**src/rtl/ps2_host_tx.sv**
```systemverilog
// ps2_host_tx: PS/2 host-to-device byte transmitter.
//
// Sends one command byte to a PS/2 device using the host request-to-send
// sequence. The host first inhibits the bus by holding the clock low. It then
// pulls data low as the start bit and releases the clock. From then on it
// shifts out 8 data bits (LSB first), odd parity and a stop bit on the
// device-generated falling clock edges. Finally it checks the device ACK and
// waits for the bus to return to idle.
//
// Ports:
//   clk               system clock, the only clock
//   reset             asynchronous, active-high reset
//   send              single-cycle request to transmit cmd (ignored while busy)
//   cmd[7:0]          command byte, latched when send is accepted
//   ps2_clk_in        raw PS2_CLK pad level (asynchronous)
//   ps2_dat_in        raw PS2_DAT pad level (asynchronous)
//   ps2_clk_drive_low 1 = pull PS2_CLK low, 0 = release (open-drain)
//   ps2_dat_drive_low 1 = pull PS2_DAT low, 0 = release (open-drain)
//   busy              high from accepted send until done/error
//   done              one-cycle pulse: byte sent and ACK received
//   error             one-cycle pulse: missing ACK or timeout
//
// All outputs are registered, so the async reset clears them immediately.

module ps2_host_tx #(
  parameter int unsigned INHIBIT_CYCLES = 6000,
  parameter int unsigned TIMEOUT_CYCLES = 750000
) (
  input  logic       clk,
  input  logic       reset,
  input  logic       send,
  input  logic [7:0] cmd,
  input  logic       ps2_clk_in,
  input  logic       ps2_dat_in,
  output logic       ps2_clk_drive_low,
  output logic       ps2_dat_drive_low,
  output logic       busy,
  output logic       done,
  output logic       error
);

  // One counter serves both the inhibit interval and the transfer timeout;
  // the two phases never overlap.
  localparam int unsigned CntMax = (INHIBIT_CYCLES > TIMEOUT_CYCLES) ?
                                   INHIBIT_CYCLES : TIMEOUT_CYCLES;
  localparam int unsigned CntW   = $clog2(CntMax + 1);

  localparam logic [CntW-1:0] InhibitLast = CntW'(INHIBIT_CYCLES - 1);
  localparam logic [CntW-1:0] TimeoutLast = CntW'(TIMEOUT_CYCLES - 1);

  typedef enum logic [2:0] {
    StIdle,
    StInhibit,
    StStart,
    StData,
    StAckWait,
    StLineIdle
  } state_e;

  state_e          state_q, state_d;
  logic [CntW-1:0] cnt_q, cnt_d;
  logic [3:0]      bit_cnt_q, bit_cnt_d;
  logic [7:0]      cmd_q, cmd_d;
  logic            parity_q, parity_d;
  logic            clk_drv_q, clk_drv_d;
  logic            dat_drv_q, dat_drv_d;
  logic            busy_q, busy_d;
  logic            done_q, done_d;
  logic            error_q, error_d;

  // Two-flop synchronisers plus one history flop for clock edge detection.
  logic clk_meta_q, clk_sync_q, clk_prev_q;
  logic dat_meta_q, dat_sync_q;

  logic clk_fall;
  logic timeout_hit;

  assign clk_fall    = clk_prev_q & ~clk_sync_q;
  assign timeout_hit = (cnt_q == TimeoutLast);

  always_comb begin
    state_d   = state_q;
    cnt_d     = cnt_q;
    bit_cnt_d = bit_cnt_q;
    cmd_d     = cmd_q;
    parity_d  = parity_q;
    clk_drv_d = clk_drv_q;
    dat_drv_d = dat_drv_q;
    busy_d    = busy_q;
    done_d    = 1'b0;
    error_d   = 1'b0;

    unique case (state_q)
      StIdle: begin
        clk_drv_d = 1'b0;
        dat_drv_d = 1'b0;
        busy_d    = 1'b0;
        if (send) begin
          cmd_d     = cmd;
          parity_d  = ~^cmd;
          clk_drv_d = 1'b1;
          busy_d    = 1'b1;
          cnt_d     = '0;
          state_d   = StInhibit;
        end
      end

      StInhibit: begin
        if (cnt_q == InhibitLast) begin
          // Start bit: data pulled low while the clock is still held.
          dat_drv_d = 1'b1;
          cnt_d     = '0;
          state_d   = StStart;
        end else begin
          cnt_d = cnt_q + CntW'(1);
        end
      end

      StStart: begin
        // Release the clock; the device now generates it. Timeout starts here.
        clk_drv_d = 1'b0;
        cnt_d     = '0;
        bit_cnt_d = '0;
        state_d   = StData;
      end

      StData, StAckWait, StLineIdle: begin
        cnt_d = cnt_q + CntW'(1);
        if (timeout_hit) begin
          clk_drv_d = 1'b0;
          dat_drv_d = 1'b0;
          busy_d    = 1'b0;
          error_d   = 1'b1;
          cnt_d     = '0;
          bit_cnt_d = '0;
          state_d   = StIdle;
        end else if (state_q == StData) begin
          if (clk_fall) begin
            bit_cnt_d = bit_cnt_q + 4'd1;
            if (bit_cnt_q < 4'd8) begin
              // Drive low for a 0 bit, release for a 1 bit.
              dat_drv_d = ~cmd_q[bit_cnt_q[2:0]];
            end else if (bit_cnt_q == 4'd8) begin
              dat_drv_d = ~parity_q;
            end else begin
              // Stop bit: release data and let the device ACK on edge 11.
              dat_drv_d = 1'b0;
              state_d   = StAckWait;
            end
          end
        end else if (state_q == StAckWait) begin
          if (clk_fall) begin
            bit_cnt_d = bit_cnt_q + 4'd1;
            if (!dat_sync_q) begin
              state_d = StLineIdle;
            end else begin
              busy_d    = 1'b0;
              error_d   = 1'b1;
              cnt_d     = '0;
              bit_cnt_d = '0;
              state_d   = StIdle;
            end
          end
        end else begin
          if (clk_sync_q && dat_sync_q) begin
            busy_d    = 1'b0;
            done_d    = 1'b1;
            cnt_d     = '0;
            bit_cnt_d = '0;
            state_d   = StIdle;
          end
        end
      end

      default: begin
        clk_drv_d = 1'b0;
        dat_drv_d = 1'b0;
        busy_d    = 1'b0;
        cnt_d     = '0;
        bit_cnt_d = '0;
        state_d   = StIdle;
      end
    endcase
  end

  always_ff @(posedge clk or posedge reset) begin
    if (reset) begin
      state_q    <= StIdle;
      cnt_q      <= '0;
      bit_cnt_q  <= '0;
      cmd_q      <= '0;
      parity_q   <= 1'b0;
      clk_drv_q  <= 1'b0;
      dat_drv_q  <= 1'b0;
      busy_q     <= 1'b0;
      done_q     <= 1'b0;
      error_q    <= 1'b0;
      // Synchronisers reset to the idle (released) bus level.
      clk_meta_q <= 1'b1;
      clk_sync_q <= 1'b1;
      clk_prev_q <= 1'b1;
      dat_meta_q <= 1'b1;
      dat_sync_q <= 1'b1;
    end else begin
      state_q    <= state_d;
      cnt_q      <= cnt_d;
      bit_cnt_q  <= bit_cnt_d;
      cmd_q      <= cmd_d;
      parity_q   <= parity_d;
      clk_drv_q  <= clk_drv_d;
      dat_drv_q  <= dat_drv_d;
      busy_q     <= busy_d;
      done_q     <= done_d;
      error_q    <= error_d;
      clk_meta_q <= ps2_clk_in;
      clk_sync_q <= clk_meta_q;
      clk_prev_q <= clk_sync_q;
      dat_meta_q <= ps2_dat_in;
      dat_sync_q <= dat_meta_q;
    end
  end

  assign ps2_clk_drive_low = clk_drv_q;
  assign ps2_dat_drive_low = dat_drv_q;
  assign busy              = busy_q;
  assign done              = done_q;
  assign error             = error_q;

endmodule

```
**config.mk**
```make
export PLATFORM = sky130hd
export DESIGN_NAME = ps2_host_tx
export DESIGN_NICKNAME = d
export VERILOG_FILES = /design/src/rtl/ps2_host_tx.sv
export SDC_FILE = /design/constraint.sdc
export NUM_CORES = 1
export LEC_CHECK = 0
export BUFFER_PORTS_ARGS = -buffer_cell sky130_fd_sc_hd__buf_2
export CAP_MARGIN = 30
export CELL_PAD_IN_SITES_DETAIL_PLACEMENT = 1
export CELL_PAD_IN_SITES_GLOBAL_PLACEMENT = 1
export CORE_ASPECT_RATIO = 1.25
export CORE_MARGIN = 2
export CORE_UTILIZATION = 30
export CTS_CLUSTER_SIZE = 40
export DETAILED_ROUTE_END_ITERATION = 6
export GPL_TIMING_DRIVEN = 0
export PLACE_DENSITY = 0.58
export SETUP_SLACK_MARGIN = 0.1
export SYNTH_ARGS = -nofsm -noshare
export SYNTH_HDL_FRONTEND = slang
export SYNTH_SLANG_ARGS = --single-unit
```
**constraint.sdc**
```tcl
create_clock -name clk -period 2.3 [get_ports clk]
set_input_delay 0.345 -clock clk [delete_from_list [all_inputs] [get_ports clk]]
set_output_delay 0.345 -clock clk [all_outputs]
set_load 0.02 [all_outputs]
```
* Word-level counts from Yosys, hierarchy flattened
Index checks and enable logic that the tools add are counted.
** Word-level totals
- Word-level logic and storage cells :: 119
- Flip-flop bits (word level) :: 46
- Bits of input ports :: 13
- Output and inout port bits :: 5
** Operators by class
- Reduce and logical (&&, ||, !) cells :: 12
- Bitwise operators :: 8
- Eq/ne operators :: 21
- Multiplexer cells :: 59
- Add/subtract/negate cells :: 2
- Magnitude comparators :: 2
** Operators by type and width (number)
- two-way mux 20 bit :: 8
- case mux 20 bit (3 select lines) :: 1
- two-way mux 3 bit :: 11
- two-way mux 4 bit :: 7
- two-way mux 1 bit :: 26
- inequality test 4 bit (second input constant) :: 6
- adder 20 x 1 -> 20 bit (second input constant) :: 1
- equality test 20 x 13 -> 1 bit (second input constant) :: 1
- equality test 20 bit (second input constant) :: 1
- case mux 3 bit (4 select lines) :: 1
- inequality test 3 bit (second input constant) :: 3
- case mux 1 bit (3 select lines) :: 3
- case mux 4 bit (2 select lines) :: 1
- AND reduction 4 bit :: 2
- XNOR reduction 8 bit :: 1
- NOT 1 bit :: 7
- AND reduction 7 bit :: 1
- equality test 3 x 2 -> 1 bit (second input constant) :: 2
- equality test 3 bit (second input constant) :: 2
- inequality test 2 bit (second input constant) :: 3
- inequality test 5 bit (second input constant) :: 1
- AND reduction 5 bit :: 1
- adder 4 x 1 -> 4 bit (second input constant) :: 1
- equality test 4 bit (second input constant) :: 1
- other kinds (10) :: 12

* Logic depth before layout (Yosys ltp)
- Word-level depth :: 8
- Mapped depth :: 8
- Depth with buffers taken out :: 7

* Least setup slack after synthesis
Ideal clock, no wire load.
- Kind :: register to register
- Start :: reg cnt_q[6]
- End :: reg dat_drv_q (netlist: ps2_dat_drive_low)
- Period minus slack after synthesis :: 2.109 ns
- Path slack :: 0.191 ns
- Library setup time :: 0.125 ns
- Cell stages (with the launch flop) :: 7
- Buffers on the path :: 1
- Arrival time :: 1.985 ns
- Data required time :: 2.175 ns
- Path through :: dfrtp_1 or4b_4 nor3_4 buf_6 a21oi_2 nor4_1 mux2_2
** Between the ends
- Word-level cells in the longest chain between the ends :: 3
- Elaborated cells between the ends (all ways) :: 8
- Classes of those cells :: eq/ne: 5; mux: 2; reduce/logical: 1
** Ends and longest elaborated chain
- from (decl) :: RTL line 61 : logic [CntW-1:0] cnt_q, cnt_d;
- from (signal assigned) :: RTL line 206 : cnt_q <= cnt_d;
- equality test 20 bit / equality test 20 x 13 -> 1 bit (equally long branches) :: RTL line 79, 109
- inequality test 3 bit (no source line) (tied with other cells)
- AND reduction 4 bit (no source line) / case mux 1 bit (3 select lines) (equally long branches)
- to (signal assigned) :: RTL line 211 : dat_drv_q <= dat_drv_d;
- to (decl) :: RTL line 66 : logic dat_drv_q, dat_drv_d;
Several ways; a longest one is shown, not always the timed one.
A chain may end at the register's enable or synchronous reset.

* Worst setup path in the final report
- Start :: reg cnt_q[6]
- End :: reg state_q[2]
** Between the ends
- Word-level cells in the longest chain between the ends :: 3
- Elaborated cells between the ends (all ways) :: 11
- Classes of those cells :: eq/ne: 8; mux: 2; reduce/logical: 1
** Ends and longest elaborated chain
- equality test 20 bit / equality test 20 x 13 -> 1 bit (equally long branches) :: RTL line 79, 109
- inequality test 5 bit (no source line) (tied with other cells)
- AND reduction 7 bit (no source line) / case mux 3 bit (4 select lines) (equally long branches)
- to (signal assigned) :: RTL line 188 : state_q <= StIdle;
- to (signal assigned) :: RTL line 205 : state_q <= state_d;
- to (decl) :: RTL line 60 : state_e state_q, state_d;
Several ways; a longest one is shown, not always the timed one.

==> impl_metrics.py <==
metrics = {
    "critical_path": {
        "r2r_slack_ns": 0.13,
        "worstReg2RegStart": "cnt_q[6]$_DFFE_PP0N_",
        "start_kind": "flop",
        "worstSetupPathType": "flop to flop",
        "cp_top_family": "simple AND/OR/NAND/NOR gates",
        "cp.required_ns": 2.50,
        "rr_endpoint": "state_q[2]$_DFFE_PP0P_",
        "cp_cell_sequence": "or4b_4 -> nor3_4 -> buf_6 -> nand2_2 -> a211o_1 -> mux2_4",
        "ff2ff_path_depth": 6,
        "critical_path.max_fanout": 8,
        "path_buf_inv": 1,
        "crit_slowest_cell": "or4b_4",
        "end_kind": "flop",
        "arrival_ns": 2.37,
        "critPathMaxStageDelay_ns": 0.55,
    },
    "sta": {
        "slew_violations": 0,
        "clock.fmax_ghz": 0.4606,
        "max-slew-margin-rel_pct": 57.43,
        "min_period_ns": 2.171,
        "rsz0062_at_grt": "yes",
        "worst_pin_slew_ns": 0.6347,
        "final-setup-viol-count": 0,
        "final.period_utilization_pct": 94.39,
        "fin_worst_skew_ns": 0.004982,
        "final_hold_viol_count": 0,
    },
    "run_status": {
        "outcome": "finished clean",
    },
    "clock_network": {
        "clk_pin_slew_worst_paths_ns": 0.09,
        "cts_buffers": 5,
        "cts-root-buf": "clkbuf_8",
        "cts_tree": "built",
        "htreeDepth": 2,
        "clkLatencyLatePin_ns": 0.30,
        "cts.path.max_buffers": 2,
        "hold_buffers": 0,
        "clock_sinks": 46,
    },
    "synth": {
        "ys.flop_type": "dfrtp_1",
        "ys_seq_area_share_pct": 45.39,
        "syn_area_sq_um": 2550,
        "synth_top_family_by_area": "simple AND/OR/NAND/NOR gates",
        "avgSynthCellArea_sq_um": 10.49,
        "synth_compound_area_share_pct": 11.48,
        "synth_fa_ha_area_share_pct": 1.472,
        "syn_inst": 243,
        "synth-edff-count": 0,
        "syn_nets": 259,
        "synthSimpleGateAreaFrac_pct": 21.79,
        "yosys-mux-area-fraction_pct": 8.440,
        "synth_seq_cells": 46,
        "ys_warn_count": 0,
        "synth.distinct_cells": 62,
        "async_flop_share_pct": 100.0,
        "yosys.area_share.xor_xnor_pct": 7.213,
    },
    "route": {
        "post_drt_wl_per_cell_um": 16.77,
        "drc_errors": 0,
        "num_vias": 1985,
        "detail_route.vias_per_cell": 5.237,
        "dr.pass1.iters": 4,
        "drt_iter0_drc": 57,
        "antenna_left": 0,
        "totalWireLength_mm": 6.357,
    },
    "floorplan": {
        "pin_count": 18,
        "coreArea_sq_um": 8240,
        "die-area_sq_um": 9258,
        "die_w_um": 86.46,
        "die_y_um": 107.1,
        "rows": 37,
        "initial_core_util_pct": 30.94,
    },
    "placement": {
        "portBuffers": 17,
        "place_congestion": 0.7283,
        "dp_hpwl_mm": 4.636,
        "dpl.cell_count": 359,
    },
    "finish": {
        "finalCoreUtilization_pct": 37.43,
        "final_cell_mix": "40 x dfrtp_1, 24 x nor2_1, 18 x nand2_1, 18 x xnor2_1, 18 x buf_2",
        "drive_gt1_share_pct": 33.33,
        "nFillCells": 944,
        "final_common_cell": "dfrtp_1",
        "area_delta_synth_final_pct": 20.95,
        "diodes": 0,
        "fin_cells": 379,
        "final_nets": 297,
    },
    "power_and_ir_drop": {
        "p_sw_share_pct": 36.84,
        "internal-power_mw": 1.981,
        "power.net_switching_mw": 1.156,
        "power_frac_comb_pct": 43.3,
        "report.power.total_mw": 3.137,
        "ir_drop_uv": 353.1,
        "p_per_area_nw_per_um2": 1017,
        "power_frac_seq_pct": 37.1,
        "clkPwrFrac_pct": 19.7,
        "leakage_nw": 1.299,
    },
    "grt": {
        "antenna_found_initial": 0,
        "grtUsageTotal_pct": 14.91,
        "grt_max_degree": 31,
        "grt.overflow.total": 0,
        "grt_pass1_wl_mm": 10.69,
        "grt_pass1_vias": 2144,
    },
    "min_path": {
        "min_path_type": "input pin to asynchronous set/reset pin",
    },
    "flow_run": {
        "maxCapViolCount": 0,
    },
}
==> logic make-up (layout without fill, tap and decap cells) <==
logic type	Yosys count	count (layout)
DFF	46	46
muxes	17	17
AOI/OAI and AO/OA	40	40
buffers and inverters	17	56
and+or+nand+nor	99	99
adders and majority gates	3	3
xor gates and xnor gates	21	21
==> how the worst max path moves through the flow <==
stage | from | endpoint | slack, ns | cells past startpoint
2_1_floorplan | cnt_q[6]$_DFFE_PP0N_ | ps2_dat_drive_low$_DFFE_PP0P_ | 0.19 | 6
3_3_place_gp | cnt_q[0]$_DFFE_PP0N_ | cnt_q[10]$_DFFE_PP0N_ | -0.20 | 8
3_5_place_dp | cnt_q[0]$_DFFE_PP0N_ | cnt_q[8]$_DFFE_PP0N_ | -0.24 | 8
4_1_cts | cnt_q[7]$_DFFE_PP0N_ | ps2_dat_drive_low$_DFFE_PP0P_ | 0.09 | 5
5_1_grt | cnt_q[6]$_DFFE_PP0N_ | bit_cnt_q[3]$_DFFE_PP0P_ | 0.06 | 6
6_report | cnt_q[6]$_DFFE_PP0N_ | state_q[2]$_DFFE_PP0P_ | 0.13 | 6
==> cell type report <==
type	instances	area (sq um)	share of cell area (%)
multi-input combinational	180	1380	44.75
clock buffer	6	72.57	2.353
sequential	46	1159	37.57
buffer	7	76.32	2.475
inverter	10	37.54	1.217
timing repair buffer	31	200.2	6.491
tap	97	121.4	3.935
clock inverter	2	37.54	1.217
==> metrics by stage <==
stage	worst slack [ns]	setup TNS [ns]	instance area (sq um)	hold slack, ns
after global placement	-0.1954	-2.309	2756	0.3487
after global routing	0.05641	0	3084	0.04790
after CTS	0.08655	0	2985	0.02038
final	0.1289	0	3084	0.02003
after detailed placement	-0.2446	-2.467	2781	0.3489
after floorplan	0.1906	0	2550	0.3452
==> worst register-to-register path, cell delays in order (launching register included) <==
cell and delay (ns):
dfrtp_1 0.40, or4b_4 0.55, nor3_4 0.26, buf_6 0.19, nand2_2 0.06, a211o_1 0.30
mux2_4 0.30
==> metal layers <==
layer  vias up  track usage, %  wire [um]
met5         -               0          0
met4         0           5.134         99
met3         8           2.386         87
met2        27           27.58       3439
met1       997           17.06       2731
li1        953               -          -
==> cells in the mapped netlist (2+ instances only) <==
| cell type | count | area [sq um] |
|---|---|---|
| and4_1 | 2 | 17.52 |
| nor2_1 | 24 | 90.09 |
| nand2_1 | 18 | 67.56 |
| nor2b_1 | 2 | 12.51 |
| xnor2_1 | 18 | 157.7 |
| a21oi_1 | 6 | 30.03 |
| or2_2 | 3 | 18.77 |
| a22o_1 | 3 | 26.28 |
| o41ai_1 | 2 | 17.52 |
| and2b_2 | 2 | 17.52 |
| nor4_1 | 3 | 18.77 |
| dfstp_2 | 5 | 131.4 |
| or4b_1 | 2 | 20.02 |
| mux4_2 | 2 | 45.04 |
| o21ai_0 | 6 | 30.03 |
| nand3_1 | 9 | 45.04 |
| dfrtp_1 | 41 | 1026 |
| a311oi_1 | 2 | 17.52 |
| buf_6 | 3 | 33.78 |
| o22ai_1 | 2 | 12.51 |
| mux2_2 | 12 | 135.1 |
| nand4_1 | 3 | 18.77 |
| a211oi_1 | 4 | 30.03 |
| nor3b_1 | 2 | 15.01 |
| xor2_1 | 3 | 26.28 |
| or4_1 | 2 | 15.01 |
| nand2b_1 | 3 | 18.77 |
| a31oi_1 | 2 | 12.51 |
| clkbuf_8 | 2 | 27.53 |
| nor3_1 | 10 | 50.05 |
| a21oi_2 | 2 | 17.52 |
| ha_1 | 3 | 37.54 |
| mux2i_1 | 2 | 20.02 |
| inv_1 | 10 | 37.54 |
==> power groups by stage <==
stage / registers [mW] / clock network (mW) / logic (mW)
after floorplan: 1.14 / 0 / 0.894
after global placement: 1.17 / 0 / 1.20
after detailed placement: 1.17 / 0 / 1.22
after CTS: 1.16 / 0.654 / 1.30
after global routing: 1.19 / 0.672 / 1.52
final: 1.16 / 0.617 / 1.36
==> flip-flops by register name, summed over array words and instances, names as in the netlist, 3 cells and up <==
| register | cells |
|---|---|
| cmd_q | 8 |
| bit_cnt_q | 4 |
| state_q | 3 |
| cnt_q | 20 |
==> what timing repair did <==
| action | CTS | global route |
|---|---|---|
| resized for setup | 8 | 11 |
| endpoints found under the setup margin | 21 | 19 |
| pin swaps | 4 | 6 |
| buffers inserted | 7 | 5 |
| endpoints found under the hold margin | 0 | 0 |
(Power assumes the default switching activity.)
